### config.mk
export PLATFORM = sky130hd
export DESIGN_NAME = sram_dump
export DESIGN_NICKNAME = d
export VERILOG_FILES = /design/src/rtl/sram_dump.sv
export SDC_FILE = /design/constraint.sdc
export NUM_CORES = 1
export LEC_CHECK = 0
export ABC_AREA = 1
export BUFFER_PORTS_ARGS = -buffer_cell sky130_fd_sc_hd__buf_2
export CAP_MARGIN = 15
export CORE_MARGIN = 10
export CORE_UTILIZATION = 60
export CTS_CLUSTER_SIZE = 30
export DETAILED_ROUTE_END_ITERATION = 10
export GPL_TIMING_DRIVEN = 1
export PLACE_DENSITY = 0.84
export RECOVER_POWER = 100
export SYNTH_ARGS = -nofsm -noshare
export SYNTH_HDL_FRONTEND = slang
export SYNTH_SLANG_ARGS = --single-unit
### constraint.sdc
create_clock -name pulse -period 3.3 [get_ports pulse]
set_input_delay 0.33 -clock pulse [delete_from_list [all_inputs] [get_ports pulse]]
set_output_delay 0.33 -clock pulse [all_outputs]
set_load 0.02 [all_outputs]
### src/rtl/sram_dump.sv
// Streams `count` SRAM words starting at `base_addr` out of a synchronous read port
// through a 4-entry FIFO. Read issue is gated by credits so the FIFO cannot overflow.
module sram_dump #(
  parameter int LOAD_SIZE     = 16,
  parameter int MAX_LOCATIONS = 1024
) (
  input  logic                 pulse,
  input  logic                 rst_n,
  input  logic                 start,
  input  logic [LOAD_SIZE-1:0] base_addr,
  input  logic [LOAD_SIZE-1:0] count,
  output logic                 rd_en,
  output logic [LOAD_SIZE-1:0] rd_addr,
  input  logic [LOAD_SIZE-1:0] rd_data,
  output logic [LOAD_SIZE-1:0] data_out,
  output logic                 data_valid,
  input  logic                 data_ready,
  output logic                 busy,
  output logic                 done
);

  typedef enum logic [1:0] {IDLE, READ, DRAIN} state_t;

  state_t               state, state_nxt;
  logic [LOAD_SIZE-1:0] remaining;
  logic [1:0]           vld_pipe;   // [0]: read strobe on the port, [1]: rd_data valid
  logic [LOAD_SIZE-1:0] fifo [4];
  logic [1:0]           wr_ptr, rd_ptr;
  logic [2:0]           occ, occ_nxt;
  logic [3:0]           used;
  logic                 push, pop, credit;
  logic                 issue_first, issue_next, done_nxt;

  assign rd_en      = vld_pipe[0];
  assign push       = vld_pipe[1];
  assign data_valid = (occ != 3'd0);
  assign data_out   = fifo[rd_ptr];
  assign pop        = data_valid & data_ready;
  assign busy       = (state != IDLE);
  assign occ_nxt    = occ + {2'b0, push} - {2'b0, pop};

  // A pop this cycle frees its slot in time for the read issued on this edge.
  assign used   = {1'b0, occ} + {3'b0, vld_pipe[0]} + {3'b0, vld_pipe[1]};
  assign credit = used < (pop ? 4'd5 : 4'd4);

  always_comb begin
    state_nxt   = state;
    issue_first = 1'b0;
    issue_next  = 1'b0;
    done_nxt    = 1'b0;
    case (state)
      IDLE: begin
        // The first read leaves on the start edge, giving the 3-cycle latency.
        if (start) begin
          if (count != '0) begin
            issue_first = 1'b1;
            state_nxt   = (count == LOAD_SIZE'(1)) ? DRAIN : READ;
          end else begin
            done_nxt = 1'b1;
          end
        end
      end
      READ: begin
        if (remaining != '0 && credit) begin
          issue_next = 1'b1;
          if (remaining == LOAD_SIZE'(1)) state_nxt = DRAIN;
        end
      end
      DRAIN: begin
        if (occ_nxt == 3'd0 && vld_pipe == 2'b00) begin
          state_nxt = IDLE;
          done_nxt  = 1'b1;
        end
      end
      default: state_nxt = IDLE;
    endcase
  end

  always_ff @(posedge pulse or negedge rst_n) begin
    if (!rst_n) begin
      state     <= IDLE;
      remaining <= '0;
      vld_pipe  <= '0;
      rd_addr   <= '0;
      done      <= 1'b0;
      wr_ptr    <= '0;
      rd_ptr    <= '0;
      occ       <= '0;
      for (int i = 0; i < 4; i++) fifo[i] <= '0;
    end else begin
      state    <= state_nxt;
      done     <= done_nxt;
      vld_pipe <= {vld_pipe[0], issue_first | issue_next};
      if (issue_first) begin
        rd_addr   <= LOAD_SIZE'(32'(base_addr) % 32'(MAX_LOCATIONS));
        remaining <= count - LOAD_SIZE'(1);
      end else if (issue_next) begin
        rd_addr   <= (rd_addr == LOAD_SIZE'(MAX_LOCATIONS - 1)) ? '0 : rd_addr + LOAD_SIZE'(1);
        remaining <= remaining - LOAD_SIZE'(1);
      end
      if (push) begin
        fifo[wr_ptr] <= rd_data;
        wr_ptr       <= wr_ptr + 2'd1;
      end
      if (pop) rd_ptr <= rd_ptr + 2'd1;
      occ <= occ_nxt;
    end
  end

endmodule
**Yosys cells after proc, flatten, opt, wreduce, memory -nomap -nowiden**

Index checks and enable logic that the tools add are counted.

- Shift-type cells: 0
- Bitwise gates (word level): 4
- Divide/modulo/power cells: 0
- Add/subtract/negate cells: 9
- $mul: 0
- Reduce and logical (&&, ||, !) cells: 12
- Eq/ne operators: 10
- Mux-type cells: 28
- Order comparisons: 4

Operator list:

| kind | count |
|---|---|
| $mux 16 | 8 |
| $bwmux 64 | 1 |
| $bmux 16 s2 | 1 |
| $demux 16 s2 | 1 |
| $eq 16x1->1 const B | 2 |
| $reduce_bool 16->1 | 2 |
| $sub 16x1->16 const B | 2 |
| $add 16x1->16 const B | 1 |
| $eq 16x10->1 const B | 1 |
| $mux 2 | 6 |
| $ne 2x2->1 const B | 5 |
| $mux 1 | 9 |
| $ge 3x3->1 const B | 2 |
| $not 2->3 | 2 |
| $pmux 2 s3 | 1 |
| $reduce_and 5->1 | 1 |
| $add 2x1->2 const B | 2 |
| $add 3x1->4 | 1 |
| $add 4x1->4 | 1 |
| $logic_not 2->1 | 2 |
| $lt 4x3->1 | 1 |
| $reduce_bool 2->1 | 2 |
| $add 3x1->3 | 1 |
| $logic_and 1x1->1 | 3 |
| 9 further kinds | 9 |

- Memories: 0
- RAM bits: 0
- Memory bits (read-only): 0
- Bits in latches: 0
- Input bits: 52
- Logic and storage cells: 79
- Bits in registers: 108

**Logic depth before layout (Yosys ltp)**

- Word-level depth: 9
- Depth in mapped cells: 15
- Gate-level depth less buffers: 15

**Worst setup path after synthesis**

OpenSTA, ideal clock, no wires.

- Kind: register to register
- Start: register vld_pipe[1]
- End: register rd_addr[12]
- Data required time: 3.182 ns
- Slack: 1.063 ns
- Stages on the path, launching flop included: 15
- Path buffers: 2
- Arrival: 2.119 ns
- Period minus slack after synthesis: 2.237 ns
- Cell sequence: dfrtp_1 clkbuf_1 inv_1 fa_1 inv_1 ha_1 nor2_1 nand3_1 nand2_1 nand4_4 nand2_4 inv_4 buf_6 nand2_1 nand2_1

- Cells in the longest elaborated chain, start to end: 6

RTL lines:

| item | line | RTL |
|---|---|---|
| from (decl) | 26 | `logic [1:0] vld_pipe;` |
| from (signal assigned) | 93 | `vld_pipe <= {vld_pipe[0], issue_first \| issue_next};` |
| $add 4x1->4 | 43 | `assign used = {1'b0, occ} + {3'b0, vld_pipe[0]} + {3'b0, vld_pipe[1]};` |
| $lt 4x3->1 | 44 | `assign credit = used < (pop ? 4'd5 : 4'd4);` |
| $logic_and 1x1->1 | 64 | `if (remaining != '0 && credit) begin` |
| $mux 1 | 64 |  |
| $mux 1 | 51 | `case (state)` |
| $reduce_bool 2->1 (no line) | n/a |  |
| to (signal assigned) | 95 | `rd_addr <= LOAD_SIZE'(32'(base_addr) % 32'(MAX_LOCATIONS));` |
| to (signal assigned) | 98 | `rd_addr <= (rd_addr == LOAD_SIZE'(MAX_LOCATIONS - 1)) ? '0 : rd_addr + LOAD_SIZE'(1);` |
| to (decl) | 13 | `output logic [LOAD_SIZE-1:0] rd_addr,` |

No other way between the ends.
A chain may end at the register's enable or synchronous reset.

**Worst setup path in the final report**

- Start: register vld_pipe[1]
- End: register remaining[6]

- Cells in the longest elaborated chain, start to end: 6

RTL lines:

| item | line | RTL |
|---|---|---|
| $add 4x1->4 | 43 |  |
| $lt 4x3->1 | 44 |  |
| $logic_and 1x1->1 | 64 |  |
| $mux 1 | 64 |  |
| $mux 1 | 51 |  |
| $reduce_bool 2->1 (no line) | n/a |  |
| to (signal assigned) | 96 | `remaining <= count - LOAD_SIZE'(1);` |
| to (signal assigned) | 99 | `remaining <= remaining - LOAD_SIZE'(1);` |
| to (decl) | 25 | `logic [LOAD_SIZE-1:0] remaining;` |

No other way between the ends.

==> impl_metrics.json <==
{
  "syn-num-nets": 900,
  "tightest_slew_ps": 1410,
  "wirelength_mm": 14.3,
  "cts_buffer_depth": 2,
  "grt_setup_unrepaired": "false",
  "drcViolationCount": 0,
  "fin_cells": 1039,
  "yosys_register_bits": 108,
  "synth.top_cell.area_share": 0.435,
  "outcome": "completed",
  "cts.sinks": 108,
  "cp_data_arrival_time_ps": 3010,
  "overflow": 0,
  "grt_max_degree": 88,
  "cp-end-kind": "flip-flop",
  "syn_area_um2": 6220,
  "routed-wl-met3_um": 810,
  "io_buffers": 81,
  "grt_pass1_wl_mm": 24.3,
  "num_antenna_cells": 0,
  "syn_avg_cell_area_um2": 7.46,
  "fp-row-count": 37,
  "wire_per_inst_um": 13.8,
  "first_global_vias": 5423,
  "post_cts_buffers": 0,
  "grt_usage": 0.193,
  "hold_viol_final": 0,
  "wl_met2_mm": 6.93,
  "place_inst": 1021,
  "htree_levels": 3,
  "maxCapViolCount": 0,
  "required_ps": 3570,
  "dr.pass1.iters": 5,
  "slew_viol_final": 0,
  "fin_setup_tns_ps": 0,
  "die_h_um": 122,
  "drt_iter0_markers": 513,
  "fillers": 904,
  "vias": 5525,
  "drive_gt1_frac": 0.0986,
  "crit_path_start_kind": "flip-flop",
  "synthCells": 834,
  "wl_met1_mm": 6.41,
  "root_buffer": "clkbuf_8",
  "finalClockSkew_ps": 16.7,
  "worst_hold_slack_ps": 242,
  "clkTransAtPathRegs_ps": 120,
  "synth.distinct_cells": 31,
  "relSlewSlack": 0.0574,
  "max_freq_mhz": 365,
  "hold_path.class": "in -> reg",
  "leakagePower_nw": 3.51,
  "vdd_ir_drop_max_mv": 0.498,
  "antenna_found_initial": 0,
  "period_needed_ps": 2740,
  "yosys_warnings": 0,
  "ioPinCount": 88,
  "cts_tree": "done",
  "vias_per_cell": 5.32,
  "seq_area_frac_synth": 0.435,
  "detail-route-antenna-nets": 0,
  "fp.dieArea_um2": 14800,
  "criticalPathCategory": "reg -> reg",
  "yosys-top-cells-count": "nand2_1 (259), dfrtp_1 (108), o21ai_0 (103)",
  "r2r_start": "vld_pipe[1]",
  "highest_layer": "met4",
  "die_w_um": 122,
  "yosysMostFrequentCell": "nand2_1",
  "startpoint": "vld_pipe[1]",
  "start_util": 0.608,
  "synthArstFlopShare": 1.00,
  "core_area_um2": 10200,
  "cts_made_buffers": 9,
  "ys.flop_type": "dfrtp_1",
  "synth_edf_count": 0,
  "fin_util": 0.666,
  "place_congestion": 0.860,
  "synth_area_leader_cell": "dfrtp_1",
  "clkLatencyLatePin_ps": 380,
  "finalSetupViolations": 0,
  "hpwlAfterDp_mm": 9.83,
  "nets": 964,
  "power.density_nw_per_um2": 947,
  "path_max_fanout": 35,
  "synthTopCellsByArea": "dfrtp_1 (43%), nand2_1 (16%), o21ai_0 (8.3%), nor2_1 (4.9%), inv_1 (4.6%)",
  "syn2layout_area_growth_pct": 9.64,
  "min_from": "start",
  "fin_crit_sh": 0.830
}
## cells by family (layout without fill, tap and decap cells)
family          count (synthesis)  count (layout)  share of synthesized area
fa+ha+maj                      14              14                     0.0306
xor+xnor                       25              25                     0.0352
flops                         108             108                      0.435
compound gates                138             138                      0.115
buf+inv                       111             180                     0.0759
simple gates                  438             438                      0.308
## area by class of cell
cell class / count / area [µm²] / area share
multi-input cells: 615 / 3030 / 0.444
inverters: 78 / 298 / 0.0437
repair buffers: 86 / 413 / 0.0606
clock buffers: 9 / 124 / 0.0182
clock inverters: 7 / 83.8 / 0.0123
well taps: 136 / 170 / 0.0250
flip-flops and latches: 108 / 2700 / 0.396
## sequential cells by signal (all words and copies together) (netlist names)
name       flops
rd_ptr         2
state          2
wr_ptr         2
fifo          64
remaining     16
rd_addr       16
done           1
occ            3
vld_pipe       2
## placed cells by master, fill, tap and decap left out, types with 2 or more instances in the layout
master | Yosys | routed
nand4_1 | 16 | 17
o21ai_1 | 13 | 7
o21bai_1 | 3 | 3
inv_1 | 76 | 76
nand3b_1 | 4 | 4
nand2_2 | 5 | 5
or2_2 | 3 | 3
nor2_2 | 6 | 5
o22ai_1 | 16 | 16
nor2_4 | 6 | 6
ha_1 | 12 | 12
buf_2 | 4 | 45
fa_1 | 2 | 2
a21oi_1 | 3 | 3
o21ai_0 | 103 | 109
nor2_1 | 81 | 82
nand2_1 | 259 | 259
clkbuf_1 | 21 | 38
xnor2_1 | 7 | 7
nand3_1 | 48 | 48
inv_8 | 0 | 3
clkbuf_8 | 0 | 9
nor3_1 | 4 | 4
xor2_1 | 18 | 18
inv_4 | 2 | 2
dfrtp_1 | 108 | 108
nand2_4 | 3 | 3
## through the flow
stage	instance area (µm²)	worst slack [ps]	total power [W]
after floorplan	6220	1060	0.00491
after global placement	6650	764	0.00561
after detailed placement	6650	644	0.00574
after CTS	6850	612	0.00658
after global routing	6820	281	0.00708
final	6820	562	0.00646
## worst paths after layout
check                                 to  slack [ps]  cells after the start
setup / recovery            remaining[6]         560                     12
hold / removal                      done         240                      3
setup reg to reg            remaining[6]         560                     12
hold reg to reg              vld_pipe[1]         450                      0
max in group asynchronous  remaining[11]         760                      4
min in group asynchronous       fifo[20]         800                      2
## metal layers
| metal | up-vias | track usage |
|---|---|---|
| li1 | 2796 | - |
| met1 | 2554 | 0.242 |
| met2 | 160 | 0.330 |
| met3 | 15 | 0.0328 |
| met4 | 0 | 0.0626 |
| met5 | - | 0 |
## report_power, final
| group | leakage (nW) | switching, W | total (W) | internal [W] |
|---|---|---|---|---|
| clock | 0.106 | 0.000515 | 0.000826 | 0.000311 |
| sequential | 1.34 | 0.000466 | 0.00240 | 0.00193 |
| combinational | 2.06 | 0.00219 | 0.00323 | 0.00104 |
## worst max-delay path: stages, from the launching register on
cell and delay (ps):
dfrtp_1 560, inv_1 110, fa_1 390, inv_1 80, ha_1 230, nor2_1 120
nand3_1 80, nand2_1 120, nand4_1 200, nand2_4 380, inv_4 200, nand2_1 110
nand2_1 50
## timing repair
item	4_1_cts	5_1_grt
hold buffers	0	1
hold endpoints to repair	0	24
gates resized for setup	0	0
(Power assumes the default switching activity.)
